`src/rtl/fetch_sequencer.sv`:
```
// fetch_sequencer: multi-cycle FETCH/DECODE/EXEC/WB control for the 8-bit core.
// Optional macro FETCH_SEQ_ILLEGAL_TRAP_EN traps reserved opcodes B-E into HALT.
module fetch_sequencer (
    input  logic        Clk,
    input  logic        Rst_n,
    input  logic        Start,
    input  logic [3:0]  DataOp,
    input  logic [2:0]  Datars,
    input  logic [2:0]  Datart,
    input  logic [2:0]  Datard,
    input  logic [7:0]  Datai,
    input  logic        Zero,
    output logic [7:0]  Addr,
    output logic [2:0]  RsAddr,
    output logic [2:0]  RtAddr,
    output logic [2:0]  RdAddr,
    output logic [7:0]  Imm,
    output logic [2:0]  AluOp,
    output logic        AluSrcImm,
    output logic        RegWe,
    output logic        Busy,
    output logic        Halted,
    output logic        Illegal,
    output logic [15:0] RetiredCnt
);

    typedef enum logic [2:0] {
        S_IDLE, S_FETCH, S_DECODE, S_EXEC, S_WB, S_HALT
    } state_t;

    localparam logic [3:0] OP_ADD  = 4'h1;
    localparam logic [3:0] OP_SUB  = 4'h2;
    localparam logic [3:0] OP_AND  = 4'h3;
    localparam logic [3:0] OP_OR   = 4'h4;
    localparam logic [3:0] OP_XOR  = 4'h5;
    localparam logic [3:0] OP_ADDI = 4'h6;
    localparam logic [3:0] OP_LI   = 4'h7;
    localparam logic [3:0] OP_BEQ  = 4'h8;
    localparam logic [3:0] OP_BNE  = 4'h9;
    localparam logic [3:0] OP_JMP  = 4'hA;
    localparam logic [3:0] OP_HLT  = 4'hF;

    state_t      state, state_nx;
    logic [7:0]  pc, pc_nx;
    logic [3:0]  ir_op;
    logic [2:0]  ir_rs, ir_rt, ir_rd;
    logic [7:0]  ir_imm;
    logic [15:0] retired_cnt;
    logic        retire;
    logic        is_alu;
    logic        is_rsv;
    logic        taken;

    assign is_alu = (ir_op >= OP_ADD) && (ir_op <= OP_LI);
    assign is_rsv = (ir_op > OP_JMP) && (ir_op < OP_HLT);
    assign taken  = ((ir_op == OP_BEQ) && Zero) ||
                    ((ir_op == OP_BNE) && !Zero);

`ifdef FETCH_SEQ_ILLEGAL_TRAP_EN
    logic trap;
    logic illegal_q;
    assign trap    = is_rsv;
    assign Illegal = illegal_q;
`else
    logic trap;
    assign trap    = 1'b0;
    assign Illegal = 1'b0;
`endif

    // Next state, next PC and retire strobe
    always_comb begin
        state_nx = state;
        pc_nx    = pc;
        retire   = 1'b0;
        unique case (state)
            S_IDLE: begin
                if (Start) state_nx = S_FETCH;
            end
            S_FETCH:  state_nx = S_DECODE;
            S_DECODE: state_nx = S_EXEC;
            S_EXEC: begin
                if (is_alu) begin
                    state_nx = S_WB;
                end else if (ir_op == OP_HLT || trap) begin
                    state_nx = S_HALT;
                end else begin
                    state_nx = S_FETCH;
                    retire   = 1'b1;
                    if (ir_op == OP_JMP || taken) pc_nx = ir_imm;
                    else pc_nx = pc + 8'd1;
                end
            end
            S_WB: begin
                state_nx = S_FETCH;
                retire   = 1'b1;
                pc_nx    = pc + 8'd1;
            end
            S_HALT: begin
                if (Start) begin
                    state_nx = S_FETCH;
                    pc_nx    = 8'h00;
                end
            end
            default: state_nx = S_IDLE;
        endcase
    end

    // State, PC, instruction register and retired counter
    always_ff @(posedge Clk) begin
        if (!Rst_n) begin
            state       <= S_IDLE;
            pc          <= 8'h00;
            ir_op       <= 4'h0;
            ir_rs       <= 3'h0;
            ir_rt       <= 3'h0;
            ir_rd       <= 3'h0;
            ir_imm      <= 8'h00;
            retired_cnt <= 16'h0000;
        end else begin
            state <= state_nx;
            pc    <= pc_nx;
            if (state == S_FETCH) begin
                ir_op  <= DataOp;
                ir_rs  <= Datars;
                ir_rt  <= Datart;
                ir_rd  <= Datard;
                ir_imm <= Datai;
            end
            if (retire && retired_cnt != 16'hFFFF)
                retired_cnt <= retired_cnt + 16'd1;
        end
    end

`ifdef FETCH_SEQ_ILLEGAL_TRAP_EN
    // Sticky trap flag, cleared by reset or by restarting from HALT
    always_ff @(posedge Clk) begin
        if (!Rst_n)
            illegal_q <= 1'b0;
        else if (state == S_EXEC && trap)
            illegal_q <= 1'b1;
        else if (state == S_HALT && Start)
            illegal_q <= 1'b0;
    end
`endif

    // ALU control, held through WB so the write-back data stays stable
    always_comb begin
        AluOp     = 3'd0;
        AluSrcImm = 1'b0;
        if (state == S_EXEC || state == S_WB) begin
            unique case (1'b1)
                (ir_op == OP_SUB): AluOp = 3'd1;
                (ir_op == OP_AND): AluOp = 3'd2;
                (ir_op == OP_OR):  AluOp = 3'd3;
                (ir_op == OP_XOR): AluOp = 3'd4;
                (ir_op == OP_BEQ): AluOp = 3'd1;
                (ir_op == OP_BNE): AluOp = 3'd1;
                (ir_op == OP_ADDI): begin
                    AluOp     = 3'd0;
                    AluSrcImm = 1'b1;
                end
                (ir_op == OP_LI): begin
                    AluOp     = 3'd5;
                    AluSrcImm = 1'b1;
                end
                default: AluOp = 3'd0;
            endcase
        end
    end

    assign Addr       = pc;
    assign RsAddr     = ir_rs;
    assign RtAddr     = ir_rt;
    assign RdAddr     = ir_rd;
    assign Imm        = ir_imm;
    assign RegWe      = (state == S_WB) && Rst_n;
    assign Busy       = (state == S_FETCH) || (state == S_DECODE) ||
                        (state == S_EXEC)  || (state == S_WB);
    assign Halted     = (state == S_HALT);
    assign RetiredCnt = retired_cnt;

endmodule

```
`config.mk`:
```
export PLATFORM = sky130hd
export DESIGN_NAME = fetch_sequencer
export DESIGN_NICKNAME = d
export VERILOG_FILES = /design/src/rtl/fetch_sequencer.sv
export SDC_FILE = /design/constraint.sdc
export NUM_CORES = 1
export LEC_CHECK = 0
export ABC_AREA = 1
export CAP_MARGIN = 20
export CORE_MARGIN = 5
export CORE_UTILIZATION = 35
export DETAILED_ROUTE_END_ITERATION = 10
export HOLD_SLACK_MARGIN = 0.06
export MAX_ROUTING_LAYER = met4
export PLACE_DENSITY = 0.7
export REMOVE_ABC_BUFFERS = 1
export SYNTH_ARGS = -nofsm -noshare
export SYNTH_HDL_FRONTEND = slang
export SYNTH_SLANG_ARGS = --single-unit
```
`constraint.sdc`:
```
create_clock -name Clk -period 3 [get_ports Clk]
set_clock_uncertainty 0.1 [all_clocks]
set_input_delay 0.6 -clock Clk [delete_from_list [all_inputs] [get_ports Clk]]
set_output_delay 0.6 -clock Clk [all_outputs]
set_load 0.005 [all_outputs]
```
==> run summary, run 1 <==
pin count of the biggest net entering global routing: 37
final net count: 484
upper clock frequency limit: 365 MHz
# DRC: 0
FF-to-FF End: RetiredCnt[9]$_SDFFE_PN0P_
Post-Syn Area: 0.00253 mm^2
H-Tree Depth: 2
Post-Route WL: 6.45 mm
hold crit path type: reg -> reg
grt total ovfl: 0
# clock sinks: 48
Setup crit end: AluOp[0]
FF-to-FF setup slack: 1.20 ns
total global-route track usage: 14.9%
Final Hold Slack: 0.346 ns
Die Width: 95.0 um
Synth Register Bits: 48
run status: finished clean
type of origin of the critical path: flip-flop
antenna violations before repair: 0
First-pass DRT Iterations: 4
Critical R2R Launch: RetiredCnt[0]$_SDFFE_PN0P_
Worst-path clk slew: 0.09 ns
CTS tree: done
clock latency on the worst-skew pair: 0.29 ns
Avg Inst Size Synth: 6.54 um^2
layout cells sized above 1: 4.80%
endpoints failing setup: 0
PwrDens: 442 mW/mm^2
Max Fanout on Critical Path: 8
Starting DRT DRC Count: 133
synth warn: 0
num rows: 31
area grow syn2layout: 36.8%
max-slew violations: 0
Core Box Area: 0.00714 mm^2
RSZ-0062 raised after global routing: no
VDD IR max: 0.200 mV
Final Critical Period: 2.74 ns
unique cell type count in the Yosys netlist: 31
Register-to-Register Path Depth: 10
cts bufs inserted: 5
IO buf count: 72
Antenna Nets Post-Route: 0
routed len/inst: 11.6 um
final hold viol count: 0
crit path kind: reg -> out
Final period util: 91.3%
Vias/cell: 4.71
area of the die: 0.00902 mm^2
Post-synth ARST share: 0%
CTS root buf: clkbuf_8
GP Congestion: 0.826
die height: 95.0 um
vias in the first global route: 2338
crit path DAT: 2.04 ns
vias: 2625
setup TNS: 0 ns
top_reg_cell synth: dfxtp_1
hpwl dp: 4.75 mm
Initial Utilization: 35.4%
CP endpoint kind: output port
FILL cells: 751
postcts setup bufs: 0
static leakage: 1.33 nW
Max clock buf depth: 2
global-route wire length before repair: 10.6 mm
worst setup path start: state[2]$_SDFFE_PN0P_
Critical Path RT: 2.30 ns
hold_buf cts: 0
ant diodes: 0
Post-Syn Instances: 386
register area share after synthesis: 38.0%
# resized after CTS: 0
Max-cap violations: 0
Ports: 74
Post-synth EDFFs: 0
## layout by cell type (no fill, tap or decap)
master           instances
or3_1                    1
o2111ai_1                1
a21oi_1                 43
inv_2                    2
a221oi_1                 1
nand3_1                 19
bufinv_16                1
xnor2_1                  8
nor3_1                   2
clkbuf_8                 7
inv_6                    1
clkdlybuf4s50_1         72
o21ai_1                  1
o211ai_1                 1
nor2_2                   2
xor2_1                   3
nand2_2                  4
inv_1                   47
nand2_4                  1
clkinv_1                 1
buf_4                    3
nor2_1                  46
o21ai_0                 40
nand3b_1                 1
a21oi_2                  1
o41ai_1                  1
ha_1                     2
nand4_1                  3
conb_1                   1
dfxtp_1                 48
o21bai_1                 1
nand2_1                 93
## final cells by class
class	count	area (um^2)	share of cell area, %
repair buffers	75	743	21.5
flip-flops and latches	48	961	27.8
well taps	99	124	3.59
clock inverters	1	30.0	0.869
multi-input cells	276	1300	37.7
inverters	51	196	5.69
clock buffers	7	96.3	2.79
## metrics by stage
stage	std cells	utilization, %	setup WS (ns)	cell area [um^2]	power [mW]
2_1_floorplan	375	-	1.23	2460	0.878
3_3_place_gp	549	46.6	0.473	3330	1.03
3_5_place_dp	549	46.6	0.514	3330	1.04
4_1_cts	557	48.4	0.233	3450	1.55
5_1_grt	557	48.4	0.101	3450	1.62
6_report	557	48.4	0.261	3450	1.53
## worst min path at each step
| stage | startpoint | endpoint | slack, ns | cells past startpoint |
|---|---|---|---|---|
| finish | RdAddr[0]$_SDFFE_PN0P_ | RdAddr[0]$_SDFFE_PN0P_ | 0.35 | 2 |
| global route | RtAddr[1]$_SDFFE_PN0P_ | RtAddr[1]$_SDFFE_PN0P_ | 0.37 | 2 |
| CTS | RdAddr[0]$_SDFFE_PN0P_ | RdAddr[0]$_SDFFE_PN0P_ | 0.35 | 2 |
| detailed placement | RdAddr[0]$_SDFFE_PN0P_ | RdAddr[0]$_SDFFE_PN0P_ | 0.34 | 2 |
| global placement | RtAddr[1]$_SDFFE_PN0P_ | RtAddr[1]$_SDFFE_PN0P_ | 0.33 | 2 |
| floorplan | RdAddr[0]$_SDFFE_PN0P_ | RdAddr[0]$_SDFFE_PN0P_ | 0.34 | 2 |
## synthesized netlist by cell type (3+ instances only)
library cell | n | share of area, %
a21oi_1 | 43 | 8.5
dfxtp_1 | 48 | 38
nand2_1 | 93 | 14
nor2_1 | 46 | 6.8
xnor2_1 | 8 | 2.8
o21ai_0 | 40 | 7.9
nand4_1 | 3 | 0.74
clkbuf_1 | 8 | 1.2
xor2_1 | 3 | 1.0
nand3_1 | 19 | 3.8
inv_1 | 47 | 7.0
nand2_2 | 4 | 0.99
## per-layer routing
metal / up-vias / GRT usage [%] / share of wire [%]
met4: 0 / 2.52 / 0
li1: 1376 / - / -
met5: - / - / 0
met1: 1181 / 19.1 / 46
met3: 0 / 3.19 / 5.5
met2: 68 / 24.5 / 49
## cell families (layout without fill, tap and decap cells)
family	Yosys count	after routing	synth area share (%)
AO/OA/AOI/OAI	90	90	18.6
XOR/XNOR	11	11	3.81
adder cells (fa/ha/maj)	2	2	0.990
buffers and inverters	62	134	10.4
flip-flops	48	48	38.0
other	1	1	0.148
AND/OR/NAND/NOR	172	172	28.0
## critical path, cell delays in order, from the launching register on
cell and delay [ns]:
dfxtp_1 0.42, nand2_2 0.15, nor2_2 0.22, inv_2 0.10, nand2_1 0.13, o21ai_0 0.10, a21oi_1 0.12, clkdlybuf4s50_1 0.51
## state kept, by name, indices dropped and copies added, names as in the netlist
name,count
RetiredCnt,16
ir_op,4
RdAddr,3
Imm,8
RsAddr,3
state,3
Addr,8
RtAddr,3
## report_power, final
group,switching (mW),total (mW),internal [mW],leakage [nW]
registers,0.0429,0.728,0.685,0.391
logic,0.148,0.297,0.150,0.874
clock network,0.207,0.501,0.294,0.0645
No activity file was read; power rests on OpenSTA's default activity.
==> inputs of run 2 (changes only) <==
--- a/config.mk
+++ b/config.mk
@@ -7,12 +7,13 @@
 export LEC_CHECK = 0
 export ABC_AREA = 1
 export CAP_MARGIN = 20
+export CORE_ASPECT_RATIO = 0.5
 export CORE_MARGIN = 5
-export CORE_UTILIZATION = 35
+export CORE_UTILIZATION = 26
 export DETAILED_ROUTE_END_ITERATION = 10
 export HOLD_SLACK_MARGIN = 0.06
 export MAX_ROUTING_LAYER = met4
-export PLACE_DENSITY = 0.7
+export PLACE_DENSITY = 0.57
 export REMOVE_ABC_BUFFERS = 1
 export SYNTH_ARGS = -nofsm -noshare
 export SYNTH_HDL_FRONTEND = slang
==> run 2 against run 1 <==
Against the previous run:
- wire length is 6.6% higher
- global-route usage down 2.8 points
- non-clock buffer count is the same
- clock-buffer cell count shrank 2
- largest cell class unchanged
- sequential share of layout area down 0.81 points
- fmax down 0.36%
- power is 15% higher
==> run summary, run 2 (synthesis results as in run 1) <==
run status: finished clean
Max Fanout on Critical Path: 8 (unchanged)
final hold viol count: 0 (unchanged)
CTS tree: done
final net count: 484 (unchanged)
Core Box Area: 0.00945 mm^2 (+32%)
RSZ-0062 raised after global routing: no
GP Congestion: 0.867 (+4.9%)
num rows: 25 (-19%)
antenna violations before repair: 0 (unchanged)
Die Width: 149 um (+57%)
Vias/cell: 4.35 (-7.7%)
IO buf count: 72 (unchanged)
crit path DAT: 2.05 ns (about the same)
vias: 2574 (-1.9%)
Final Critical Period: 2.75 ns (+0.00986 ns)
postcts setup bufs: 0 (unchanged)
max reg flops: 16 (unchanged)
pin count of the biggest net entering global routing: 33 (-11%)
Worst-path clk slew: 0.07 ns (-0.02 ns)
CTS root buf: clkbuf_16
most common cell after layout, fill and taps aside: nand2_1
# resized after CTS: 0 (unchanged)
# DRC: 0 (unchanged)
Critical Path RT: 2.30 ns (about the same)
grt total ovfl: 0 (unchanged)
layout cells sized above 1: 4.60% (-0.21 points)
Max clock buf depth: 2 (unchanged)
hold_buf cts: 0 (unchanged)
commonest non-fill, non-tap cells in the layout: nand2_1 (93), clkdlybuf4s50_1 (72), dfxtp_1 (48), inv_1 (47), nor2_1 (46)
# clock sinks: 48 (unchanged)
clock latency on the worst-skew pair: 0.29 ns (about the same)
Antenna Nets Post-Route: 0 (unchanged)
Starting DRT DRC Count: 125 (-6.0%)
endpoints failing setup: 0 (unchanged)
Initial Utilization: 26.7% (-8.7 points)
Final period util: 91.6% (+0.33 points)
area grow syn2layout: 40.9%
Multi-input gate area: 0.00130 mm^2 (unchanged)
Final Cell Area: 0.00356 mm^2 (+3.0%)
Max-cap violations: 0 (unchanged)
crit path kind: reg -> out
dpl cell area: 0.00337 mm^2 (+1.4%)
hold crit path type: reg -> reg
total global-route track usage: 12.1% (-2.8 points)
area of the die: 0.0119 mm^2 (+32%)
vias in the first global route: 2389 (+2.2%)
CP endpoint kind: output port
upper clock frequency limit: 364 MHz (-0.36%)
Reg area: 961 um^2 (unchanged)
VDD IR max: 0.223 mV (+11%)
routed len/inst: 11.6 um (+0.26%)
PwrDens: 492 mW/mm^2 (+11%)
setup TNS: 0 ns (unchanged)
Ports: 74 (unchanged)
First-pass DRT Iterations: 4 (unchanged)
FF-to-FF setup slack: 1.23 ns (+0.03 ns)
type of origin of the critical path: flip-flop
met3 Usage GRT: 2.84% (-0.35 points)
grt peak-use layer: met2
H-Tree Depth: 2 (unchanged)
met1 usage: 15.3% (-3.8 points)
FILL cells: 1041 (+39%)
cts bufs inserted: 5 (unchanged)
Post-Route WL: 6.87 mm (+6.6%)
global-route wire length before repair: 11.4 mm (+7.3%)
die height: 79.7 um (-16%)
GRT met2 Usage: 19.5% (-5.0 points)
ant diodes: 0 (unchanged)
max-slew violations: 0 (unchanged)
static leakage: 1.36 nW (+1.9%)
hpwl dp: 5.02 mm (+5.6%)
-- run 2: cell count changes in the layout (fill, tap and decap cells not counted) --
cell	change
clkbuf_8	-7
bufinv_16	+1
clkbuf_16	+5
-- run 2: area by class of cell --
type / count / share of cell area [%]
clock inverter: 2 / 1.69
inverter: 51 / 5.52
timing repair buffer: 75 / 20.9
multi-input combinational: 276 / 36.6
tap: 135 / 4.75
sequential: 48 / 27.0
clock buffer: 5 / 3.52
-- run 2: worst paths after layout --
kind | from | to | cells past startpoint
max | state[2]$_SDFFE_PN0P_ | AluOp[0] | 7
min | RsAddr[1]$_SDFFE_PN0P_ | RsAddr[1]$_SDFFE_PN0P_ | 2
max reg2reg | RetiredCnt[0]$_SDFFE_PN0P_ | RetiredCnt[0]$_SDFFE_PN0P_ | 11
min reg2reg | RsAddr[1]$_SDFFE_PN0P_ | RsAddr[1]$_SDFFE_PN0P_ | 2
-- run 2: routing by layer --
layer,vias to the layer above,part of all wire (%)
li1,1374,-
met1,1149,49
met2,44,46
met3,7,4.0
met4,0,1.3
met5,-,0
-- run 2: power by group --
group          internal [mW]  switching, mW  leakage, nW  total (mW)
combinational          0.150          0.152        0.874       0.302
clock                  0.473          0.248       0.0899       0.721
sequential             0.686         0.0411        0.391       0.727
total                   1.31          0.441         1.36        1.75
-- run 2: per-stage QoR --
stage	utilization [%]	hold slack, ns	power (mW)	worst slack (ns)	cells
4_1_cts	37.7	0.345	1.78	0.238	592
5_1_grt	37.7	0.354	1.86	0.0617	592
2_1_floorplan	-	0.340	0.878	1.23	375
6_report	37.7	0.341	1.75	0.251	592
3_3_place_gp	35.7	0.331	1.04	0.379	585
3_5_place_dp	35.7	0.334	1.05	0.401	585
-- run 2: worst max-delay path: stages, from the launching register on --
cell	delay [ns]
dfxtp_1	0.40
nand2_2	0.15
nor2_2	0.22
inv_2	0.10
nand2_1	0.15
o21ai_0	0.11
a21oi_1	0.13
clkdlybuf4s50_1	0.51
==> inputs of run 3 (changes only) <==
--- a/config.mk
+++ b/config.mk
@@ -9,11 +9,11 @@
 export CAP_MARGIN = 20
 export CORE_ASPECT_RATIO = 0.5
 export CORE_MARGIN = 5
-export CORE_UTILIZATION = 26
+export CORE_UTILIZATION = 25
 export DETAILED_ROUTE_END_ITERATION = 10
 export HOLD_SLACK_MARGIN = 0.06
 export MAX_ROUTING_LAYER = met4
-export PLACE_DENSITY = 0.57
+export PLACE_DENSITY = 0.56
 export REMOVE_ABC_BUFFERS = 1
 export SYNTH_ARGS = -nofsm -noshare
 export SYNTH_HDL_FRONTEND = slang
==> run 3 against run 2 <==
Against the previous run:
- critical path depth grew 1
- register-to-register slack gained 0.03 ns
- fmax grew 1.5%
- critical path type unchanged
- largest cell class unchanged
==> run summary, run 3 (synthesis results as in run 1) <==
# DRC: 0 (unchanged)
num rows: 25 (unchanged)
slowest cell on the critical path: clkdlybuf4s50_1
Max clock buf depth: 2 (unchanged)
max reg flops: 16 (unchanged)
Worst-path clk slew: 0.07 ns (about the same)
# clock sinks: 48 (unchanged)
area of the die: 0.0123 mm^2 (+3.6%)
max-slew violations: 0 (unchanged)
Flop pwr share: 45.0% (+3.5 points)
IO buf count: 72 (unchanged)
type of origin of the critical path: flip-flop
First-pass DRT Iterations: 5 (+1)
hold_buf cts: 0 (unchanged)
Vias/cell: 4.26 (-1.9%)
antenna violations before repair: 0 (unchanged)
Ports: 74 (unchanged)
PwrDens: 458 mW/mm^2 (-6.8%)
CP endpoint kind: output port
RSZ-0062 raised after global routing: no
Overall Power: 1.62 mW (-7.6%)
FILL cells: 1058 (+1.6%)
Max Fanout on Critical Path: 8 (unchanged)
static leakage: 1.34 nW (-0.93%)
placed insts: 585 (unchanged)
hold path depth: 2 (unchanged)
hold endpoint: RsAddr[1]$_SDFFE_PN0P_
hpwl dp: 5.01 mm (-0.22%)
most common cell after layout, fill and taps aside: nand2_1
Critical R2R Launch: RetiredCnt[0]$_SDFFE_PN0P_
Starting DRT DRC Count: 98 (-22%)
power share of the clock group: 36.4% (-4.8 points)
Post-Route WL: 6.81 mm (-0.87%)
ant diodes: 0 (unchanged)
dpl ws: 0.527 ns (+0.126 ns)
GP Congestion: 0.817 (-5.7%)
Die Width: 152 um (+1.8%)
NetSw: 0.447 mW (+1.4%)
die height: 81.1 um (+1.7%)
Critical Path RT: 2.30 ns (about the same)
Worst Path Buf+Inv: 3 (+1)
internal power: 1.17 mW (-11%)
clock latency on the worst-skew pair: 0.29 ns (about the same)
Crit path depth: 8 (+1)
FF-to-FF End: RetiredCnt[13]$_SDFFE_PN0P_
CP cell instances: inv_1, nand2_2, nor2_2, inv_2, nand2_1, o21ai_0, a21oi_1, clkdlybuf4s50_1
Final period util: 90.2% (-1.4 points)
combinational power share: 18.5% (+1.3 points)
Max-cap violations: 0 (unchanged)
vias in the first global route: 2370 (-0.80%)
VDD IR max: 0.216 mV (-2.8%)
area grow syn2layout: 39.6%
setup TNS: 0 ns (unchanged)
Core Box Area: 0.00963 mm^2 (+2.0%)
# resized after CTS: 0 (unchanged)
switch share: 27.7% (+2.5 points)
grt total ovfl: 0 (unchanged)
global-route wire length before repair: 11.3 mm (-0.61%)
Initial Utilization: 26.2% (-0.52 points)
final net count: 484 (unchanged)
Register-to-Register Path Depth: 10 (-1)
Antenna Nets Post-Route: 0 (unchanged)
slowest stage delay, CP: 0.51 ns (about the same)
routed len/inst: 11.5 um (-1.0%)
vias: 2529 (-1.7%)
layout cells sized above 1: 4.80% (+0.21 points)
CTS tree: done
postcts setup bufs: 0 (unchanged)
upper clock frequency limit: 369 MHz (+1.5%)
endpoints failing setup: 0 (unchanged)
Final Critical Period: 2.71 ns (-0.0413 ns)
hold crit path type: reg -> reg
cell class contributing the biggest share of worst-path delay: buffers and inverters
cts bufs inserted: 5 (unchanged)
CTS root buf: clkbuf_16
commonest non-fill, non-tap cells in the layout: nand2_1 (93), clkdlybuf4s50_1 (72), dfxtp_1 (48), inv_1 (47), nor2_1 (46)
Layout Cells excl Fill: 593 (+0.17%)
pin count of the biggest net entering global routing: 43 (+30%)
H-Tree Depth: 2 (unchanged)
HP Start: RsAddr[1]$_SDFFE_PN0P_
total global-route track usage: 11.4% (-0.67 points)
crit path kind: reg -> out
fin worst setup slack: 0.293 ns (+0.0413 ns)
FF-to-FF setup slack: 1.26 ns (+0.03 ns)
run status: finished clean
final hold viol count: 0 (unchanged)
crit path DAT: 2.01 ns (-0.04 ns)
[run 3: cell type report]
| cell class | instances | area (um^2) | area share [%] |
|---|---|---|---|
| inverters | 51 | 196 | 5.57 |
| multi-input cells | 276 | 1300 | 37.0 |
| repair buffers | 75 | 743 | 21.1 |
| well taps | 135 | 169 | 4.79 |
| flip-flops and latches | 48 | 961 | 27.3 |
| clock buffers | 6 | 139 | 3.94 |
| clock inverters | 2 | 13.8 | 0.390 |
[run 3: worst max path at each step]
stage | slack, ns | end | startpoint
3_5_place_dp | 0.53 | RegWe | Rst_n
6_report | 0.29 | AluOp[0] | state[1]$_SDFFE_PN0P_
2_1_floorplan | 1.23 | RegWe | Rst_n
3_3_place_gp | 0.53 | RegWe | Rst_n
5_1_grt | 0.14 | AluOp[0] | state[0]$_SDFFE_PN0P_
4_1_cts | 0.27 | AluOp[0] | state[1]$_SDFFE_PN0P_
[run 3: metal layers]
layer	track usage (%)	up-vias	share of wire [%]
met5	-	-	0
met1	13.7	1102	49
met3	2.87	4	4.0
met2	19.7	48	46
li1	-	1375	-
met4	2.69	0	0.78
[run 3: worst register-to-register path, stage by stage (launching register included)]
cell and delay [ns]:
dfxtp_1 0.39, ha_1 0.23, nand3_1 0.14, inv_1 0.08, nand2_1 0.08, inv_1 0.06, nand3_1 0.10, nand2_4 0.21
inv_6 0.10, nand2_1 0.09, a21oi_1 0.05
[run 3: through the flow]
| stage | area (um^2) | util, % | hold WS [ns] |
|---|---|---|---|
| after global routing | 3530 | 36.6 | 0.366 |
| after CTS | 3530 | 36.6 | 0.349 |
| final | 3530 | 36.6 | 0.344 |
| after detailed placement | 3370 | 35.0 | 0.338 |
| after global placement | 3370 | 35.0 | 0.331 |
| after floorplan | 2460 | - | 0.340 |
[run 3: power by group through the flow]
| stage | clock [mW] | sequential [mW] | combinational (mW) |
|---|---|---|---|
| after floorplan | 0 | 0.737 | 0.140 |
| after global placement | 0 | 0.742 | 0.302 |
| after detailed placement | 0 | 0.742 | 0.303 |
| after CTS | 0.613 | 0.728 | 0.304 |
| after global routing | 0.635 | 0.736 | 0.337 |
| final | 0.589 | 0.728 | 0.299 |
